File: src/rtl/car_drive_fsm.sv
// Manual-drive control FSM: driver switches -> 2-bit car state plus gated turn/reverse requests.
// Optional stall behaviour enabled by defining CAR_STALL_EN; all outputs registered, 1-cycle latency.
module car_drive_fsm #(
  parameter int HOLD_CYCLES = 100_000_000
) (
  input  logic       clk,
  input  logic       rst,
  input  logic       power_on,
  input  logic       power_off,
  input  logic       throttle,
  input  logic       clutch,
  input  logic       brake,
  input  logic       reverse_sw,
  input  logic       turn_left_sw,
  input  logic       turn_right_sw,
  output logic [1:0] state,
  output logic       turn_left,
  output logic       turn_right,
  output logic       reverse
);

  localparam int CW = $clog2(HOLD_CYCLES);

  localparam logic [1:0] ST_OFF       = 2'b00;
  localparam logic [1:0] ST_NOT_START = 2'b01;
  localparam logic [1:0] ST_STARTING  = 2'b10;
  localparam logic [1:0] ST_MOVING    = 2'b11;

  localparam logic [CW-1:0] CNT_LAST = CW'(HOLD_CYCLES - 1);

  logic [1:0]    state_q, state_d;
  logic [CW-1:0] cnt_q, cnt_d;
  logic          turn_left_q, turn_left_d;
  logic          turn_right_q, turn_right_d;
  logic          reverse_q, reverse_d;

  always_comb begin
    state_d = state_q;
    cnt_d   = '0;
    if (power_off) begin
      state_d = ST_OFF;
    end else begin
      case (state_q)
        ST_OFF: begin
          // Transition fires on the last count, so the counter never wraps.
          if (power_on) begin
            if (cnt_q == CNT_LAST) state_d = ST_NOT_START;
            else                   cnt_d   = cnt_q + 1'b1;
          end
        end
        ST_NOT_START: begin
          if (throttle && clutch && !brake) state_d = ST_STARTING;
`ifdef CAR_STALL_EN
          else if (throttle && !clutch)     state_d = ST_OFF;
`endif
        end
        ST_STARTING: begin
          if (brake)                        state_d = ST_NOT_START;
          else if (throttle && !clutch)     state_d = ST_MOVING;
        end
        ST_MOVING: begin
          if (brake)                        state_d = ST_NOT_START;
`ifdef CAR_STALL_EN
          else if ((reverse_sw != reverse_q) && !clutch) state_d = ST_OFF;
`endif
          else if (clutch || !throttle)     state_d = ST_STARTING;
        end
        default:                            state_d = ST_OFF;
      endcase
    end
  end

  // Outputs gate on the next state so they are already valid on the first NOT_START cycle.
  always_comb begin
    turn_left_d  = 1'b0;
    turn_right_d = 1'b0;
    reverse_d    = 1'b0;
    if (state_d != ST_OFF) begin
      turn_left_d  = turn_left_sw;
      turn_right_d = turn_right_sw;
      // Gear cannot change while moving with the clutch released.
      reverse_d    = (state_q == ST_MOVING && !clutch) ? reverse_q : reverse_sw;
    end
  end

  always_ff @(posedge clk) begin
    if (rst) begin
      state_q      <= ST_OFF;
      cnt_q        <= '0;
      turn_left_q  <= 1'b0;
      turn_right_q <= 1'b0;
      reverse_q    <= 1'b0;
    end else begin
      state_q      <= state_d;
      cnt_q        <= cnt_d;
      turn_left_q  <= turn_left_d;
      turn_right_q <= turn_right_d;
      reverse_q    <= reverse_d;
    end
  end

  assign state      = state_q;
  assign turn_left  = turn_left_q;
  assign turn_right = turn_right_q;
  assign reverse    = reverse_q;

endmodule

File: config.mk
export PLATFORM = sky130hd
export DESIGN_NAME = car_drive_fsm
export DESIGN_NICKNAME = d
export VERILOG_FILES = /design/src/rtl/car_drive_fsm.sv
export SDC_FILE = /design/constraint.sdc
export NUM_CORES = 1
export LEC_CHECK = 0
export CORE_MARGIN = 5
export CORE_UTILIZATION = 55
export DETAILED_ROUTE_END_ITERATION = 12
export HOLD_SLACK_MARGIN = 0.12
export PLACE_DENSITY = 0.88
export SETUP_SLACK_MARGIN = 0.15
export SYNTH_ARGS = -nofsm -noshare
export SYNTH_HDL_FRONTEND = slang
export SYNTH_SLANG_ARGS = --single-unit
File: constraint.sdc
create_clock -name clk -period 2.5 [get_ports clk]
set_input_delay 0.5 -clock clk [delete_from_list [all_inputs] [get_ports clk]]
set_output_delay 0.5 -clock clk [all_outputs]
set_load 0.01 [all_outputs]
==> results of run 1 <==
==> kinds of logic after synthesis <==
family	after synthesis	synth area share
xor gates and xnor gates	11	0.0636
and+or+nand+nor	77	0.312
muxes	1	0.00661
DFF	32	0.423
AOI/OAI and AO/OA	35	0.133
buffers and inverters	13	0.0537
adders and majority gates	1	0.00826
==> state kept, by name, indices dropped and copies added (netlist names) <==
signal and flops:
turn_left 1, state 2, cnt_q 27, reverse 1, turn_right 1
==> critical path, delay by kind of cell (launching register included) <==
family                   cells  cell delay [ps]
adder cells (fa/ha/maj)      1              360
flip-flops                   1              380
AND/OR/NAND/NOR              3              650
AO/OA/AOI/OAI                1              500
==> path summary, 6_finish.rpt <==
| path | startpoint | end | slack, ps | depth (start not counted) |
|---|---|---|---|---|
| setup / recovery | cnt_q[0] | cnt_q[11] | 490 | 5 |
| hold / removal | cnt_q[0] | cnt_q[0] | 470 | 1 |
| setup reg to reg | cnt_q[0] | cnt_q[11] | 490 | 5 |
| hold reg to reg | cnt_q[0] | cnt_q[0] | 470 | 1 |
==> per-layer routing <==
metal  routed length, um  GRT usage
met1                1320      0.199
met4                  90     0.0796
met3                 164     0.0540
met2                1670      0.320
met5                   0          0
==> power groups by stage <==
stage | Clock [mW] | Combinational (mW) | Sequential (mW)
detailed placement | 0 | 0.0250 | 0.523
global route | 0.425 | 0.0276 | 0.511
global placement | 0 | 0.0236 | 0.523
CTS | 0.393 | 0.0251 | 0.511
finish | 0.390 | 0.0254 | 0.511
floorplan | 0 | 0.0106 | 0.523
==> per-stage QoR <==
step                std cells  power (mW)  utilization  hold slack, ps  instance area (sq um)
CTS                       215       0.929        0.636             474                   1710
finish                    215       0.927        0.636             472                   1710
floorplan                 170       0.533            -             421                   1520
global placement          207       0.546        0.607             437                   1630
global route              215       0.964        0.636             515                   1710
detailed placement        207       0.548        0.607             452                   1630
==> placed cells by master, fill, tap and decap left out <==
master           netlist  layout
nand4_4                2       2
nor4_1                 1       1
dfxtp_1               32      32
or4_1                  7       7
o21ai_0                7       7
a21o_2                 0       1
or3_2                  1       1
clkbuf_1               1       1
nand3_1                8       8
or3_1                  7       7
mux2i_1                1       1
xor2_1                 6       6
nor4b_1                3       3
nor2_1                17      17
inv_1                  5       5
clkinv_2               0       1
and4_2                 4       4
nor2b_1                1       1
a21oi_1               17      17
and3_1                 2       2
bufinv_16              0       1
o31ai_1                7       7
clkdlybuf4s50_1        0      14
ha_1                   1       1
nor3b_1                1       1
nor3_1                 2       2
xnor2_1                5       5
nand4_1                7       7
and4_1                 3       3
a21boi_0               2       2
nand2_1               10      10
a31oi_1                1       1
and2_1                 1       1
clkbuf_4               0       5
==> final cells by class <==
cell class | count | share of cell area
Multi-Input combinational cell | 125 | 0.465
Inverter | 5 | 0.0110
Clock buffer | 6 | 0.0242
Timing Repair Buffer | 14 | 0.0820
Tap cell | 31 | 0.0227
Sequential cell | 32 | 0.375
Clock inverter | 2 | 0.0205
==> repair_timing <==
item,in CTS,in global routing
gates resized for setup,0,1
endpoints found under the setup margin,0,26
hold endpoints to repair,0,0
hold buffers,0,0
==> results.py, run 1 <==
metrics = {
    "layout": {
        "regArea_sq_um": 641,
        "layout-drive-gt1-share": 0.0815,
        "n_antenna_cell": 0,
        "fillerInstances": 214,
        "syn2layout_area_growth_pct": 12.8,
        "nNetsFinal": 194,
        "multi_input_area_sq_um": 795,
    },
    "floorplanning": {
        "start_util": 0.564,
        "die_y_um": 62.5,
        "die-area_sq_um": 3900,
        "core_sq_um": 2690,
        "rows": 19,
        "die_w_um": 62.5,
        "io_pins": 15,
    },
    "logic_synthesis": {
        "synth-seq-area-share": 0.423,
        "synth_top_area_share": 0.423,
        "synthTopCellsByArea": "dfxtp_1 (42%), a21oi_1 (5.6%), nor2_1 (4.2%)",
        "synth_edf_count": 0,
        "yosysMostFrequentCell": "dfxtp_1",
        "ys_seq_elements": 32,
        "yosys_warnings": 0,
        "synth_area_sq_um": 1520,
        "synth_flop_cell": "dfxtp_1",
        "synth-async-reset-ratio": 0,
        "ys_top_cells_by_count": "dfxtp_1 (32), a21oi_1 (17), nor2_1 (17), nand2_1 (10), nand3_1 (8)",
        "synth_top_cell_by_area": "dfxtp_1",
        "synthCells": 170,
        "syn_area_per_cell_sq_um": 8.91,
        "synth_cell_type_count": 35,
        "synthesis.nets": 181,
    },
    "power": {
        "p_leak_nw": 0.526,
        "p_comb_frac": 0.027,
        "intPower_mw": 0.735,
        "seq_power_share": 0.551,
        "ir_worst_vdd_uv": 668,
        "p_switching_mw": 0.192,
        "clkPwrFrac": 0.421,
        "sw_frac_of_total": 0.207,
        "powerDensity_nw_per_um2": 542,
    },
    "routing": {
        "drc": 0,
        "drt_pre_antenna_iters": 4,
        "wl_um": 3250,
        "viasPerCell": 6.26,
        "ant_nets": 0,
        "vias": 1345,
        "drtIter0Drc": 57,
        "wire_per_inst_um": 15.1,
    },
    "global_route": {
        "gr-total-overflow": 0,
        "grt_max_degree": 27,
        "grt_pass1_vias": 1330,
        "grt_pass1_wl_um": 5780,
        "antenna_found_initial": 0,
        "grt_usage": 0.182,
    },
    "timing": {
        "fin_ws_ps": 493,
        "fin_crit_ps": 2010,
        "fin_crit_sh": 0.803,
        "tns_ps": 0,
        "final-setup-viol-count": 0,
        "max_freq_mhz": 498,
        "slew_headroom": 0.688,
        "rsz0062_at_grt": "no",
        "hold_viol_final": 0,
        "tightest_slew_ps": 468,
        "slew_violations": 0,
        "clock_skew_ps": 10.3,
    },
    "run_status": {
        "status": "finished clean",
    },
    "cts": {
        "htree_levels": 2,
        "root_buffer": "clkbuf_4",
        "clock_path_buffers": 2,
        "clk_latency_ps": 340,
        "cts_tree": "done",
        "cts.reportedPaths.clkPinSlew_ps": 90,
        "post_cts_buffers": 0,
        "cts_num_sinks": 32,
        "numCtsBuffers": 5,
    },
    "worst_setup_path": {
        "critical_path.max_stage_delay_ps": 500,
        "path_class": "flip-flop to flip-flop",
        "worstPathRequired_ps": 2710,
        "path_max_fanout": 26,
        "crit_path_end_kind": "flip-flop",
        "crit_chain": "ha_1, nand3_1, nor4b_1, a21o_2, nor2_1",
        "crit_arrival_ps": 2220,
        "cp_slowest_cell": "a21o_2",
        "start_kind": "flip-flop",
    },
    "placed_design": {
        "gp_routability_congestion": 0.784,
        "dp_worst_setup_slack_ps": 271,
        "dp_hpwl_um": 2380,
        "port_buffers": 14,
    },
    "min_path": {
        "min_path_type": "flip-flop to flip-flop",
    },
    "run": {
        "cap_violations": 0,
    },
}
Power figures use the tool's default switching activity.
==> run 2, diff against run 1 <==
==> constraint.sdc (replaced) <==
create_clock -name clk -period 2 [get_ports clk]
set_input_delay 0.4 -clock clk [delete_from_list [all_inputs] [get_ports clk]]
set_output_delay 0.4 -clock clk [all_outputs]
set_load 0.01 [all_outputs]
==> results.py, run 2 (synthesis gave the netlist of run 1 again) <==
metrics = {
    "floorplanning": {
        "core_sq_um": 2690,
        "die_y_um": 62.5,
        "die-area_sq_um": 3900,
        "die_w_um": 62.5,
        "rows": 19,
        "io_pins": 15,
        "start_util": 0.564,
    },
    "power": {
        "powerDensity_nw_per_um2": 616,
        "p_leak_nw": 0.541,
        "ir_worst_vdd_uv": 572,
    },
    "layout": {
        "syn2layout_area_growth_pct": 14.7,
        "n_antenna_cell": 0,
        "nNetsFinal": 197,
        "layout_commonest_cell": "dfxtp_1",
        "layout_common_cells": "dfxtp_1 (32), nor2_1 (17), a21oi_1 (17)",
        "layout-drive-gt1-share": 0.113,
        "regArea_sq_um": 641,
        "final_cells": 217,
        "fillerInstances": 219,
        "top_register": "cnt_q",
        "largest_reg_flops": 27,
        "multi_input_area_sq_um": 812,
    },
    "routing": {
        "wire_per_inst_um": 15.4,
        "drt_pre_antenna_iters": 4,
        "wl_um": 3340,
        "drtIter0Drc": 95,
        "ant_nets": 0,
        "vias": 1358,
        "viasPerCell": 6.26,
        "drc": 0,
    },
    "worst_setup_path": {
        "cp_slowest_cell": "or4_1",
        "critical_path.max_stage_delay_ps": 550,
        "path_class": "flip-flop to flip-flop",
        "critPathTopFamily": "simple AND/OR/NAND/NOR gates",
        "crit_path_end_kind": "flip-flop",
        "crit_chain": "and4_2, nand4_4, or4_1, a21oi_1",
        "start_kind": "flip-flop",
        "path_max_fanout": 10,
        "crit_buf_inv": 0,
        "crit_arrival_ps": 1970,
        "worstPathRequired_ps": 2250,
    },
    "run_status": {
        "status": "finished clean",
    },
    "cts": {
        "numCtsBuffers": 5,
        "post_cts_buffers": 0,
        "clock_path_buffers": 2,
        "cts_tree": "done",
        "cts.reportedPaths.clkPinSlew_ps": 90,
        "htree_levels": 2,
        "root_buffer": "clkbuf_4",
        "clk_latency_ps": 310,
        "cts_num_sinks": 32,
    },
    "global_route": {
        "grt_max_degree": 27,
        "grt_usage": 0.182,
        "gr-total-overflow": 0,
        "grt_pass1_vias": 1334,
        "antenna_found_initial": 0,
        "grt_pass1_wl_um": 5910,
    },
    "placed_design": {
        "dp_hpwl_um": 2370,
        "dp_worst_setup_slack_ps": -38.2,
        "dp.cells": 210,
        "port_buffers": 14,
        "gp_routability_congestion": 0.873,
    },
    "timing": {
        "tightest_slew_ps": 304,
        "fin_crit_sh": 0.860,
        "hold_viol_final": 0,
        "rsz0062_at_grt": "no",
        "max_freq_mhz": 581,
        "slew_violations": 0,
        "final-setup-viol-count": 0,
        "clock_skew_ps": 10.4,
        "fin_ws_ps": 279,
        "fin_crit_ps": 1720,
        "slew_headroom": 0.795,
    },
    "min_path": {
        "min_path_type": "flip-flop to flip-flop",
    },
    "run": {
        "cap_violations": 0,
    },
}
## run 2: final cells by class
cell class	instances	share of cell area
Clock buffer	7	0.0374
Inverter	5	0.0108
Multi-Input combinational cell	125	0.467
Sequential cell	32	0.369
Tap cell	31	0.0223
Timing Repair Buffer	17	0.0936
## run 2: through the flow
stage          utilization  total power [mW]  TNS, ps  cell area (sq um)  hold WS, ps
2_1_floorplan            -             0.666        0               1520          421
3_3_place_gp         0.616             0.683        0               1650          437
3_5_place_dp         0.616             0.685     -332               1650          460
4_1_cts              0.640              1.08        0               1720          481
5_1_grt              0.647              1.12        0               1740          503
6_report             0.647              1.07        0               1740          484
## run 2: final timing paths
path	start	to	slack, ps	cells after the start
min reg2reg	cnt_q[0]	cnt_q[0]	480	1
max	cnt_q[8]	cnt_q[26]	280	4
max reg2reg	cnt_q[8]	cnt_q[26]	280	4
min	cnt_q[0]	cnt_q[0]	480	1
## run 2: where the power goes
part / switching [mW] / internal [mW] / total, mW
logic: 0.0135 / 0.0195 / 0.0330
registers: 0.000967 / 0.638 / 0.639
clock network: 0.200 / 0.199 / 0.399
total: 0.214 / 0.856 / 1.07
## run 2: timing repair
action                                  4_1_cts  5_1_grt
gates resized for setup                       1        5
endpoints found under the setup margin       26       27
hold buffers                                  0        0
## run 2: layer usage
layer,track usage,part of all wire
met1,0.213,0.43
met2,0.312,0.51
met3,0.0396,0.043
met4,0.0849,0.017
met5,0,0
## run 2: worst register-to-register path, stage by stage, from the launching register on
cell and delay (ps):
dfxtp_1 420, and4_2 350, nand4_4 190, or4_1 550
a21oi_1 150
